--- src/rtl/rvfi_dmem_multi_check_if.sv ---
// RVFI data-memory retirement bundle for NRET channels. The core side drives it;
// checkers observe it.
interface rvfi_dmem_multi_check_if #(
  parameter int XLEN = 32,
  parameter int NRET = 1
);
  logic [NRET-1:0]        rvfi_valid;
  logic [NRET*XLEN-1:0]   rvfi_mem_addr;
  logic [NRET*XLEN/8-1:0] rvfi_mem_rmask;
  logic [NRET*XLEN/8-1:0] rvfi_mem_wmask;
  logic [NRET*XLEN-1:0]   rvfi_mem_rdata;
  logic [NRET*XLEN-1:0]   rvfi_mem_wdata;

  modport master (
    output rvfi_valid,
    output rvfi_mem_addr,
    output rvfi_mem_rmask,
    output rvfi_mem_wmask,
    output rvfi_mem_rdata,
    output rvfi_mem_wdata
  );

  modport slave (
    input rvfi_valid,
    input rvfi_mem_addr,
    input rvfi_mem_rmask,
    input rvfi_mem_wmask,
    input rvfi_mem_rdata,
    input rvfi_mem_wdata
  );
endinterface

--- src/rtl/rvfi_dmem_multi_check.sv ---
// Data-memory consistency checker: shadows DEPTH aligned words from a latched base,
// checks every retired read byte against the latest write, and records the first mismatch.
module rvfi_dmem_multi_check #(
  parameter int XLEN  = 32,
  parameter int NRET  = 1,
  parameter int DEPTH = 4,
  parameter int LEARN = 0,
  localparam int BW   = XLEN / 8,
  localparam int LB   = $clog2(BW),
  localparam int CHW  = (NRET > 1) ? $clog2(NRET) : 1,
  localparam int IDXW = (DEPTH > 1) ? $clog2(DEPTH) : 1
) (
  input  logic                   clk,
  input  logic                   resetn,
  input  logic [XLEN-1:0]        base_addr,
  rvfi_dmem_multi_check_if.slave rvfi,
  output logic                   err,
  output logic [CHW-1:0]         err_chan,
  output logic [IDXW-1:0]        err_idx,
  output logic [LB-1:0]          err_byte,
  output logic [15:0]            check_cnt
);

  localparam logic [XLEN-1:0] ALIGN_MASK = ~XLEN'(BW - 1);
  localparam logic [XLEN-1:0] DEPTH_W    = XLEN'(DEPTH);

  generate
    if (XLEN != 32 && XLEN != 64) begin : g_bad_xlen
      $error("rvfi_dmem_multi_check: XLEN must be 32 or 64");
    end
    if (DEPTH < 1 || DEPTH > 64 || (DEPTH & (DEPTH - 1)) != 0) begin : g_bad_depth
      $error("rvfi_dmem_multi_check: DEPTH must be a power of two in 1..64");
    end
    if (NRET < 1) begin : g_bad_nret
      $error("rvfi_dmem_multi_check: NRET must be at least 1");
    end
  endgenerate

  // Clamp the comparison counter at all-ones instead of wrapping.
  function automatic logic [15:0] sat_cnt(input logic [15:0] cur, input logic [31:0] inc);
    logic [32:0] sum;
    sum = {17'd0, cur} + {1'b0, inc};
    return (sum > 33'h0_0000_FFFF) ? 16'hFFFF : sum[15:0];
  endfunction

  logic [7:0]      shadow_p1  [DEPTH][BW];
  logic [BW-1:0]   written_p1 [DEPTH];
  logic [XLEN-1:0] base_q;
  logic            base_vld;

  logic [7:0]      shadow_p0  [DEPTH][BW];
  logic [BW-1:0]   written_p0 [DEPTH];
  logic            err_p0;
  logic [CHW-1:0]  err_chan_p0;
  logic [IDXW-1:0] err_idx_p0;
  logic [LB-1:0]   err_byte_p0;
  logic [31:0]     add_p0;

  logic [XLEN-1:0] addr_c;
  logic [XLEN-1:0] idx_full;
  logic            hit_c;
  logic [IDXW-1:0] idx_c;
  logic [7:0]      rbyte;
  logic [7:0]      wbyte;

  // Stage p0: walk the channels in order so earlier writes feed later reads this cycle.
  always_comb begin
    shadow_p0   = shadow_p1;
    written_p0  = written_p1;
    err_p0      = err;
    err_chan_p0 = err_chan;
    err_idx_p0  = err_idx;
    err_byte_p0 = err_byte;
    add_p0      = '0;
    addr_c      = '0;
    idx_full    = '0;
    hit_c       = 1'b0;
    idx_c       = '0;
    rbyte       = '0;
    wbyte       = '0;
    for (int c = 0; c < NRET; c++) begin
      addr_c   = rvfi.rvfi_mem_addr[c*XLEN +: XLEN];
      // Unsigned full-width difference: addresses below the base wrap to huge values and miss.
      idx_full = (addr_c >> LB) - (base_q >> LB);
      hit_c    = rvfi.rvfi_valid[c] && base_vld && (idx_full < DEPTH_W);
      idx_c    = idx_full[IDXW-1:0];
      if (hit_c) begin
        for (int i = 0; i < BW; i++) begin
          rbyte = rvfi.rvfi_mem_rdata[c*XLEN + i*8 +: 8];
          if (rvfi.rvfi_mem_rmask[c*BW + i]) begin
            if (written_p0[idx_c][i]) begin
              add_p0 = add_p0 + 32'd1;
              if (!err_p0 && (shadow_p0[idx_c][i] != rbyte)) begin
                err_p0      = 1'b1;
                err_chan_p0 = CHW'(c);
                err_idx_p0  = idx_c;
                err_byte_p0 = LB'(i);
              end
            end else if (LEARN != 0) begin
              shadow_p0[idx_c][i]  = rbyte;
              written_p0[idx_c][i] = 1'b1;
            end
          end
        end
        // The channel's own write lands only after its read has been checked.
        for (int i = 0; i < BW; i++) begin
          wbyte = rvfi.rvfi_mem_wdata[c*XLEN + i*8 +: 8];
          if (rvfi.rvfi_mem_wmask[c*BW + i]) begin
            shadow_p0[idx_c][i]  = wbyte;
            written_p0[idx_c][i] = 1'b1;
          end
        end
      end
    end
  end

  // Stage p1: control state and outputs, cleared by reset.
  always_ff @(posedge clk) begin
    if (!resetn) begin
      base_vld   <= 1'b0;
      written_p1 <= '{default: '0};
      err        <= 1'b0;
      err_chan   <= '0;
      err_idx    <= '0;
      err_byte   <= '0;
      check_cnt  <= '0;
    end else begin
      base_vld   <= 1'b1;
      written_p1 <= written_p0;
      err        <= err_p0;
      err_chan   <= err_chan_p0;
      err_idx    <= err_idx_p0;
      err_byte   <= err_byte_p0;
      check_cnt  <= sat_cnt(check_cnt, add_p0);
    end
  end

  // Shadow bytes and base are data: never reset, only qualified by written/base_vld.
  always_ff @(posedge clk) begin
    shadow_p1 <= shadow_p0;
    if (resetn && !base_vld) begin
      base_q <= base_addr & ALIGN_MASK;
    end
  end

endmodule

--- src/flat_wrapper.sv ---
// flat-port wrapper written by rule: the top's interface ports become plain ports
module rvfi_dmem_multi_check_flat 
#(
  parameter int XLEN  = 32,
  parameter int NRET  = 1,
  parameter int DEPTH = 4,
  parameter int LEARN = 0,
  localparam int BW   = XLEN / 8,
  localparam int LB   = $clog2(BW),
  localparam int CHW  = (NRET > 1) ? $clog2(NRET) : 1,
  localparam int IDXW = (DEPTH > 1) ? $clog2(DEPTH) : 1
)
  (clk, resetn, base_addr, err, err_chan, err_idx, err_byte, check_cnt, rvfi_rvfi_valid, rvfi_rvfi_mem_addr, rvfi_rvfi_mem_rmask, rvfi_rvfi_mem_wmask, rvfi_rvfi_mem_rdata, rvfi_rvfi_mem_wdata);
  rvfi_dmem_multi_check_if #(.XLEN(XLEN), .NRET(NRET)) rvfi_i ();
  input  logic clk;
  input  logic resetn;
  input  logic [XLEN-1:0] base_addr;
  output logic err;
  output logic [CHW-1:0] err_chan;
  output logic [IDXW-1:0] err_idx;
  output logic [LB-1:0] err_byte;
  output logic [15:0] check_cnt;
  input wire logic [$bits(rvfi_i.rvfi_valid)-1:0] rvfi_rvfi_valid;
  input wire logic [$bits(rvfi_i.rvfi_mem_addr)-1:0] rvfi_rvfi_mem_addr;
  input wire logic [$bits(rvfi_i.rvfi_mem_rmask)-1:0] rvfi_rvfi_mem_rmask;
  input wire logic [$bits(rvfi_i.rvfi_mem_wmask)-1:0] rvfi_rvfi_mem_wmask;
  input wire logic [$bits(rvfi_i.rvfi_mem_rdata)-1:0] rvfi_rvfi_mem_rdata;
  input wire logic [$bits(rvfi_i.rvfi_mem_wdata)-1:0] rvfi_rvfi_mem_wdata;
  assign rvfi_i.rvfi_valid = rvfi_rvfi_valid;
  assign rvfi_i.rvfi_mem_addr = rvfi_rvfi_mem_addr;
  assign rvfi_i.rvfi_mem_rmask = rvfi_rvfi_mem_rmask;
  assign rvfi_i.rvfi_mem_wmask = rvfi_rvfi_mem_wmask;
  assign rvfi_i.rvfi_mem_rdata = rvfi_rvfi_mem_rdata;
  assign rvfi_i.rvfi_mem_wdata = rvfi_rvfi_mem_wdata;
  rvfi_dmem_multi_check #(.XLEN(XLEN), .NRET(NRET), .DEPTH(DEPTH), .LEARN(LEARN)) u_core (.clk(clk), .resetn(resetn), .base_addr(base_addr), .rvfi(rvfi_i), .err(err), .err_chan(err_chan), .err_idx(err_idx), .err_byte(err_byte), .check_cnt(check_cnt));
endmodule
--- config.mk ---
export PLATFORM = sky130hd
export DESIGN_NAME = rvfi_dmem_multi_check_flat
export DESIGN_NICKNAME = d
export VERILOG_FILES = /design/src/rtl/rvfi_dmem_multi_check_if.sv /design/src/rtl/rvfi_dmem_multi_check.sv /design/src/flat_wrapper.sv
export SDC_FILE = /design/constraint.sdc
export NUM_CORES = 1
export LEC_CHECK = 0
export ABC_AREA = 1
export BUFFER_PORTS_ARGS = -buffer_cell sky130_fd_sc_hd__buf_2
export CAP_MARGIN = 20
export CORE_MARGIN = 5
export CORE_UTILIZATION = 30
export DETAILED_ROUTE_END_ITERATION = 7
export MAX_ROUTING_LAYER = met4
export SETUP_SLACK_MARGIN = 0.02
export SYNTH_ARGS = -nofsm -noshare
export SYNTH_HDL_FRONTEND = slang
export SYNTH_SLANG_ARGS = --single-unit
--- constraint.sdc ---
create_clock -name clk -period 11.8 [get_ports clk]
set_input_delay 0 -clock clk [delete_from_list [all_inputs] [get_ports clk]]
set_output_delay 0 -clock clk [all_outputs]
set_load 0.02 [all_outputs]
Word level (Yosys, flattened, before mapping)
Cells that the tools add are included.
{"block": "classes", "magnitude_cmp": 4, "n_mux": 105, "n_eq_ne": 4, "n_reduce_logical": 13, "add_sub_neg": 5, "bitwise": 5}
{"cell": "2-to-1 mux 128 bit", "count": 7}
{"cell": "bitwise mux 128 bit", "count": 4}
{"cell": "2-to-1 mux 32 bit", "count": 14}
{"cell": "demux 32 bit (select 2 bit)", "count": 4}
{"cell": "2-to-1 mux 16 bit", "count": 9}
{"cell": "adder 32 x 1 -> 32 bit, second input constant", "count": 3}
{"cell": "binary-select mux 32 bit (select 2 bit)", "count": 1}
{"cell": "OR 16 bit", "count": 4}
{"cell": "2-to-1 mux 2 bit", "count": 25}
{"cell": "adder 16 x 32 -> 33 bit", "count": 1}
{"cell": "> comparator 33 x 16 -> 1 bit, second input constant", "count": 1}
{"cell": "demux 4 bit (select 2 bit)", "count": 4}
{"cell": "< comparator 32 x 3 -> 1 bit, second input constant", "count": 1}
{"cell": "inequality test 8 bit", "count": 4}
{"cell": "subtractor 30 x 30 -> 31 bit", "count": 1}
{"cell": "2-to-1 mux 1 bit", "count": 30}
{"cell": "2-to-1 mux 24 bit", "count": 1}
{"cell": "2-to-1 mux 4 bit", "count": 3}
{"cell": "binary-select mux 4 bit (select 2 bit)", "count": 1}
{"cell": "logical AND 1 bit", "count": 8}
{"cell": "2-to-1 mux 8 bit", "count": 1}
{"cell": "zero test 1 bit", "count": 5}
{"cell": "greater-or-equal comparator 3 bit, second input constant", "count": 1}
{"cell": "< comparator 3 x 1 -> 1 bit, second input constant", "count": 1}
{"cell": "2 further kinds", "count": 2}
{"block": "word_totals", "output_inout_bits": 22, "ff_bits": 197, "in_bits": 139}

Logic depth before layout (Yosys ltp)
Gate-level depths: netlist (run 1).
{"block": "logic_depth", "ltp_word": 28, "mapped_depth": 33}

Worst setup path after synthesis (run 1)
No wires, ideal clock.
{"block": "synth_timing", "kind": "register to register", "from": "register u_core.base_q[2]", "to": "register u_core.check_cnt[13]", "period_less_slack_ps": 5020, "setup_ps": 115, "arrival_ps": 4905, "stages_incl_launch_ff": 31, "slack_ps": 6780, "n_path_buf": 1, "path_cell_list": "edfxtp_1 ha_1 fa_1 nand2_2 inv_2 buf_2 a22oi_1 nand3_1 inv_1 ha_1 nand2_1 o21ai_0 ha_1 nand2_1 o21ai_0 ha_1 nand2_1 or2_2 a21oi_1 ha_1 nand3_1 nand2_1 a21oi_1 nor4_1 and3_1 nand2_1 nor2_1 nand2_1 xnor2_1 o21ai_0 inv_1"}
{"block": "synth_between", "elab_chain_cells": 23, "elab_cells_between_ends": 25, "cone_classes": "add/sub (5); order compare (2); mux (16); bitwise (1); reduce/logical (1)"}
{"item": "from (decl)", "line_no": "rvfi_dmem_multi_check.sv:48", "rtl": "logic [XLEN-1:0] base_q;"}
{"item": "from (signal assigned)", "line_no": "rvfi_dmem_multi_check.sv:142", "rtl": "base_q <= base_addr & ALIGN_MASK;"}
{"item": "subtractor 30 x 30 -> 31 bit (*)", "line_no": "rvfi_dmem_multi_check.sv:84", "rtl": "idx_full = (addr_c >> LB) - (base_q >> LB);"}
{"item": "NOT 2 -> 3 bit (implied by the code)", "line_no": "rvfi_dmem_multi_check.sv:91", "rtl": "if (written_p0[idx_c][i]) begin"}
{"item": "binary-select mux 4 bit (select 2 bit)", "line_no": "rvfi_dmem_multi_check.sv:91"}
{"item": "2-to-1 mux 4 bit (implied by the code) (2 in a row)", "line_no": "rvfi_dmem_multi_check.sv:91"}
{"item": "2-to-1 mux 1 bit", "line_no": "rvfi_dmem_multi_check.sv:91"}
{"item": "2-to-1 mux 32 bit", "line_no": "rvfi_dmem_multi_check.sv:90", "rtl": "if (rvfi.rvfi_mem_rmask[c*BW + i]) begin"}
{"item": "2-to-1 mux 32 bit", "line_no": "rvfi_dmem_multi_check.sv:87", "rtl": "if (hit_c) begin"}
{"item": "adder 32 x 1 -> 32 bit", "line_no": "rvfi_dmem_multi_check.sv:92", "rtl": "add_p0 = add_p0 + 32'd1;"}
{"item": "(+6 left out)"}
{"item": "2-to-1 mux 32 bit", "line_no": "rvfi_dmem_multi_check.sv:87"}
{"item": "adder 32 x 1 -> 32 bit", "line_no": "rvfi_dmem_multi_check.sv:92"}
{"item": "2-to-1 mux 32 bit", "line_no": "rvfi_dmem_multi_check.sv:91"}
{"item": "2-to-1 mux 32 bit", "line_no": "rvfi_dmem_multi_check.sv:90"}
{"item": "2-to-1 mux 32 bit (*)", "line_no": "rvfi_dmem_multi_check.sv:87"}
{"item": "adder 16 x 32 -> 33 bit (*)", "line_no": "rvfi_dmem_multi_check.sv:42", "rtl": "sum = {17'd0, cur} + {1'b0, inc};"}
{"item": "> comparator 33 x 16 -> 1 bit", "line_no": "rvfi_dmem_multi_check.sv:43", "rtl": "return (sum > 33'h0_0000_FFFF) ? 16'hFFFF : sum[15:0];"}
{"item": "2-to-1 mux 16 bit (*)", "line_no": "rvfi_dmem_multi_check.sv:43"}
{"item": "to (signal assigned)", "line_no": "rvfi_dmem_multi_check.sv:134", "rtl": "check_cnt <= sat_cnt(check_cnt, add_p0);"}
{"item": "to (decl)", "line_no": "rvfi_dmem_multi_check.sv:21", "rtl": "output logic [15:0] check_cnt"}
Mark *: on every way between the ends. The rest lies on a longest branch, timed or not. The select of a mux whose other input is x is not followed.
A chain may end at the register's enable or synchronous reset.

Worst setup path in the final report (run 1)
Ends and elaborated chain as after synthesis.

==> results of run 1 <==
## worst register-to-register path: cells and delay by family, from the launching register on
kind,cells,cell delay [ns]
DFF,1,0.37
and+or+nand+nor,14,2.30
buffers and inverters,5,1.18
adders and majority gates,6,1.95
AOI/OAI and AO/OA,5,0.79
## power groups by stage
stage                     Combinational (mW)  Clock [mW]  Sequential [mW]
after floorplan                        0.210           0            0.770
after global placement                 0.297           0            0.770
after detailed placement               0.301           0            0.770
after CTS                              0.320       0.666            0.754
after global routing                   0.361       0.696            0.754
final                                  0.319       0.649            0.754
## synthesized netlist by cell type (11+ instances only)
cell type / count
nand2_1: 367
a22oi_1: 41
nor3_1: 11
nand3_1: 102
ha_1: 37
nand4_1: 32
edfxtp_1: 158
or2_2: 13
nand3b_1: 11
xor2_1: 11
dfxtp_1: 39
a21oi_1: 64
clkbuf_1: 11
o21ai_0: 15
inv_1: 178
xnor2_1: 11
a22oi_2: 11
nor2_1: 139
## per-layer routing
metal	wire length, um	track usage	part of all wire
met5	0	-	0
met4	666	0.0484	0.021
met3	1250	0.0246	0.040
met2	14600	0.250	0.46
met1	15100	0.207	0.48
## worst min-delay path by stage
stage                                       to  slack, ns                    from  depth (start not counted)
after floorplan                u_core.base_vld       0.03                  resetn                          0
after global placement       u_core.base_q[19]       0.18           base_addr[19]                          1
after detailed placement     u_core.base_q[19]       0.18           base_addr[19]                          1
after CTS                   u_core.err_byte[0]       0.15  rvfi_rvfi_mem_rmask[1]                          9
after global routing      u_core.written_p1[0]       0.17         rvfi_rvfi_valid                          5
final                       u_core.err_byte[0]       0.16         rvfi_rvfi_valid                          5
## through the flow
| step | hold slack, ns | setup slack, ns | instance area (um^2) |
|---|---|---|---|
| after floorplan | 0.0277 | 6.78 | 11200 |
| after global placement | 0.178 | 5.18 | 12400 |
| after detailed placement | 0.178 | 5.13 | 12400 |
| after CTS | 0.151 | 5.12 | 13700 |
| after global routing | 0.175 | 4.61 | 13800 |
| final | 0.163 | 5.19 | 13800 |
## logic make-up after synthesis
family	Yosys count
and+or+nand+nor	707
buffers and inverters	214
DFF	197
AOI/OAI and AO/OA	152
adders and majority gates	39
xor gates and xnor gates	23
## sequential cells by signal, summed over array words and instances, names as in the netlist
| register | cells |
|---|---|
| u_core.err_chan | 1 |
| u_core.base_q | 30 |
| u_core.written_p1 | 16 |
| u_core.shadow_p1 | 128 |
| u_core.err_byte | 2 |
| u_core.base_vld | 1 |
| u_core.err | 1 |
| u_core.err_idx | 2 |
| u_core.check_cnt | 16 |
## cell type report
class | count | area, um^2
Clock inverter | 14 | 214
Sequential cell | 197 | 5530
Antenna cell | 3 | 7.51
Multi-Input combinational cell | 921 | 4800
Tap cell | 468 | 586
Fill cell | 3805 | 23000
Timing Repair Buffer | 226 | 1470
Clock buffer | 18 | 429
Inverter | 189 | 717
## cells in the final DEF, fill, tap and decap left out, types with 15 or more instances in the layout
| master | synthesis | final |
|---|---|---|
| a22oi_1 | 41 | 41 |
| nand2_1 | 367 | 367 |
| clkbuf_16 | 0 | 17 |
| edfxtp_1 | 158 | 158 |
| nand4_1 | 32 | 32 |
| inv_1 | 178 | 178 |
| buf_2 | 4 | 156 |
| dfxtp_1 | 39 | 39 |
| dlygate4sd3_1 | 0 | 67 |
| a21oi_1 | 64 | 64 |
| nand3_1 | 102 | 102 |
| nor2_1 | 139 | 138 |
| ha_1 | 37 | 37 |
| o21ai_0 | 15 | 15 |
## timing repair
action | 4_1_cts | 5_1_grt
hold endpoints to repair | 180 | 0
hold buffers | 67 | 0
buffers inserted | 0 | 0
==> results.sh, run 1 <==
export IMPL_critPathMaxStageDelay_ns=0.72
export IMPL_synth_compound_area_share=0.0883
export IMPL_worstSetupPathType="reg -> reg"
export IMPL_cts_tree="built"
export IMPL_clkSinkCount=197
export IMPL_period_share=0.560
export IMPL_p_int_mw=1.23
export IMPL_synthMuxAreaShare=0
export IMPL_core_area_um2=36800
export IMPL_crit_buf_inv=5
export IMPL_syn_avg_cell_area_um2=8.41
export IMPL_ys_ff_latch=197
export IMPL_grt_max_degree=37
export IMPL_p_sw_mw=0.491
export IMPL_ys_warn_count=0
export IMPL_yosysTopAreaCell="edfxtp_1"
export IMPL_num_vias=9636
export IMPL_worst_r2r_setup_slack_ns=5.19
export IMPL_synth_flop_cell="edfxtp_1"
export IMPL_routedWlPerCell_um=15.6
export IMPL_maxClockFrequency_mhz=151
export IMPL_status="finished, final reports clean"
export IMPL_cp_startpoint="u_core.base_q[2]"
export IMPL_clock_latency_ns=0.45
export IMPL_synth_top_area_frac=0.423
export IMPL_worst_path_max_fanout=34
export IMPL_drc_errors=0
export IMPL_synth_top_family_by_area="simple AND/OR/NAND/NOR gates"
export IMPL_pin_count=161
export IMPL_rows=70
export IMPL_path_delay_family="simple AND/OR/NAND/NOR gates"
export IMPL_gr_usage_all_layers=0.157
export IMPL_die_y_um=203
export IMPL_rsz0062_at_grt="no"
export IMPL_cp_required_ns=12.20
export IMPL_synthSimpleGateAreaFrac=0.277
export IMPL_syn_area_um2=11200
export IMPL_rr_endpoint="u_core.check_cnt[13]"
export IMPL_cp_slowest_cell="fa_1"
export IMPL_clockPowerShare=0.377
export IMPL_synth_fa_ha_area_frac=0.0449
export IMPL_crit_path_start_kind="flip-flop"
export IMPL_ys_async_sr_fraction=0
export IMPL_r2r_cells=30
export IMPL_p_leak_nw=6.01
export IMPL_hpwlAfterDp_mm=23.1
export IMPL_drv_slew=0
export IMPL_combPwrFrac=0.185
export IMPL_setup_violations=0
export IMPL_htreeDepth=4
export IMPL_arrival_ns=7.00
export IMPL_fin_tns_setup_ns=0
export IMPL_numPortBuffers=156
export IMPL_final_cells=2036
export IMPL_synth_xor_area_share=0.0186
export IMPL_root_buffer="clkbuf_16"
export IMPL_clkSlewWorstSetupHoldPaths_ns=0.08
export IMPL_dp_cells=1934
export IMPL_chipWidth_um=203
export IMPL_dieArea_um2=41300
export IMPL_yosysSeqAreaShare=0.493
export IMPL_routed_wl_mm=31.7
export IMPL_grt_pass1_wl_mm=49.9
export IMPL_drt_iter0_markers=622
export IMPL_cap_violations=0
export IMPL_end_kind="flip-flop"
export IMPL_cts_made_buffers=17
export IMPL_drive_gt1_frac=0.164
export IMPL_power_mw=1.72
export IMPL_synthTopCellsByArea="edfxtp_1 42%, nand2_1 12%, dfxtp_1 7.0%"
export IMPL_drt_first_pass_iters=7
export IMPL_power_density_nw_per_um2=125
export IMPL_start_util=0.305
export IMPL_finClkSkew_ns=0.0121
export IMPL_hold_viol_final=0
export IMPL_ys_types=46
export IMPL_hold_path_class="in -> reg"
export IMPL_utilization=0.374
export IMPL_globalplace_congestion=0.930
export IMPL_area_growth_pct=22.8
export IMPL_synth_edf_count=158
export IMPL_slew_headroom=0.399
export IMPL_min_period_ns=6.61
export IMPL_cp_endpoint="u_core.check_cnt[13]"
export IMPL_tightest_slew_ns=0.898
export IMPL_syn_inst=1332
export IMPL_ant_nets=0
export IMPL_cp_depth=30
export IMPL_final_nets=1730
export IMPL_clock_path_buffers=2
export IMPL_grt_antenna_before_repair=3
export IMPL_grt_overflow=0
export IMPL_p_seq_frac=0.438
export IMPL_switching_share=0.285
export IMPL_cts_resized=0
export IMPL_r2r_start="u_core.base_q[2]"
export IMPL_ir_drop_v=0.0000986
export IMPL_grt_pass1_vias=9537
export IMPL_via_per_inst=4.73
export IMPL_synthesis_nets=1510
No activity file was read; power rests on OpenSTA's default activity.
==> run 2: changes to the inputs <==
==> constraint.sdc (replaced) <==
create_clock -name clk -period 6 [get_ports clk]
set_input_delay 0 -clock clk [delete_from_list [all_inputs] [get_ports clk]]
set_output_delay 0 -clock clk [all_outputs]
set_load 0.02 [all_outputs]
==> results.sh, run 2 (synthesized netlist as in run 1, its figures left out) <==
export IMPL_status="finished, final reports clean"
export IMPL_grt_pass1_vias=9454
export IMPL_grt_max_degree=36
export IMPL_finClkSkew_ns=0.0119
export IMPL_largest_reg_flops=128
export IMPL_cts_tree="built"
export IMPL_clock_path_buffers=2
export IMPL_clkSlewWorstSetupHoldPaths_ns=0.08
export IMPL_globalplace_congestion=0.917
export IMPL_dieArea_um2=41300
export IMPL_cts_setup_buffers=0
export IMPL_cp_slowest_cell="fa_2"
export IMPL_fin_tns_setup_ns=0
export IMPL_arrival_ns=5.83
export IMPL_period_share=0.904
export IMPL_gr_usage_all_layers=0.158
export IMPL_setup_violations=0
export IMPL_mostFrequentLayoutCell="nand2_1"
export IMPL_num_vias=9627
export IMPL_clkSinkCount=197
export IMPL_cp_required_ns=6.41
export IMPL_start_util=0.305
export IMPL_root_buffer="clkbuf_16"
export IMPL_grt_pass1_wl_mm=50.3
export IMPL_crit_path_start_kind="flip-flop"
export IMPL_worst_path_max_fanout=17
export IMPL_regMostFlops="u_core.shadow_p1"
export IMPL_cap_violations=0
export IMPL_numPortBuffers=156
export IMPL_power_mw=3.31
export IMPL_clock_latency_ns=0.45
export IMPL_reg_largest_list="u_core.shadow_p1 x128, u_core.base_q x30"
export IMPL_area_growth_pct=23.0
export IMPL_dp_slack_ns=0.290
export IMPL_drv_slew=0
export IMPL_ir_drop_v=0.000200
export IMPL_final_nets=1735
export IMPL_drt_iter0_markers=705
export IMPL_ant_nets=0
export IMPL_grt_antenna_before_repair=2
export IMPL_die_y_um=203
export IMPL_routedWlPerCell_um=15.6
export IMPL_post_dp_cell_area_um2=12500
export IMPL_chipWidth_um=203
export IMPL_maxClockFrequency_mhz=184
export IMPL_utilization=0.375
export IMPL_min_period_ns=5.42
export IMPL_htreeDepth=4
export IMPL_tightest_slew_ns=0.922
export IMPL_power_density_nw_per_um2=240
export IMPL_drt_first_pass_iters=5
export IMPL_rows=70
export IMPL_drive_gt1_frac=0.169
export IMPL_grt_overflow=0
export IMPL_cts_made_buffers=17
export IMPL_slew_headroom=0.383
export IMPL_setup_slack_ns=0.577
export IMPL_routed_wl_mm=31.9
export IMPL_hold_path_class="in -> reg"
export IMPL_via_per_inst=4.72
export IMPL_hpwlAfterDp_mm=23.5
export IMPL_drc_errors=0
export IMPL_critPathMaxStageDelay_ns=0.65
export IMPL_p_leak_nw=6.03
export IMPL_hold_viol_final=0
export IMPL_core_area_um2=36800
export IMPL_layout_common_cells="367 x nand2_1, 178 x inv_1, 158 x edfxtp_1, 156 x buf_2, 138 x nor2_1"
export IMPL_worstSetupPathType="reg -> reg"
export IMPL_rsz0062_at_grt="no"
export IMPL_final_cell_area_um2=13800
export IMPL_end_kind="flip-flop"
export IMPL_pin_count=161
## run 2: routing by layer
metal | vias up | part of all wire | GRT usage | wire length [um]
li1 | 4894 | - | - | -
met1 | 4469 | 0.48 | 0.214 | 15200
met2 | 227 | 0.46 | 0.248 | 14700
met3 | 37 | 0.046 | 0.0259 | 1480
met4 | 0 | 0.018 | 0.0419 | 583
met5 | - | 0 | - | 0
## run 2: what timing repair did
| action | in CTS | in global routing |
|---|---|---|
| endpoints found under the setup margin | 0 | 16 |
| resized for setup | 0 | 4 |
| hold endpoints to repair | 180 | 0 |
| hold buffers | 67 | 0 |
## run 2: final cells by class
| class | count | area (um^2) |
|---|---|---|
| Clock buffer | 19 | 464 |
| Sequential cell | 197 | 5530 |
| Antenna cell | 3 | 7.51 |
| Fill cell | 3794 | 23000 |
| Multi-Input combinational cell | 921 | 4830 |
| Tap cell | 468 | 586 |
| Clock inverter | 13 | 151 |
| Timing Repair Buffer | 231 | 1510 |
| Inverter | 189 | 717 |
## run 2: worst max-delay path, delay by kind of cell (launching register included)
family	cells	cell delay, ns
adder cells (fa/ha/maj)	6	1.83
AND/OR/NAND/NOR	13	1.83
AO/OA/AOI/OAI	7	0.86
buffers and inverters	5	0.46
flip-flops	1	0.39
## run 2: worst paths after layout
check | slack, ns | start | cells past startpoint | end
max | 0.58 | u_core.base_q[2] | 31 | u_core.check_cnt[13]
min | 0.13 | rvfi_rvfi_valid | 5 | u_core.err_byte[0]
max reg2reg | 0.58 | u_core.base_q[2] | 31 | u_core.check_cnt[13]
min reg2reg | 0.46 | u_core.err_byte[1] | 2 | u_core.err_byte[1]
## run 2: power breakdown
| part | internal (mW) | switching, mW |
|---|---|---|
| clock network | 0.599 | 0.599 |
| registers | 1.48 | 0.00256 |
| logic | 0.232 | 0.401 |
## run 2: stage by stage
stage	instances	hold slack, ns
after floorplan	1332	0.0277
final	2041	0.125
after global placement	1939	0.178
after CTS	2038	0.108
after detailed placement	1939	0.178
after global routing	2040	0.142
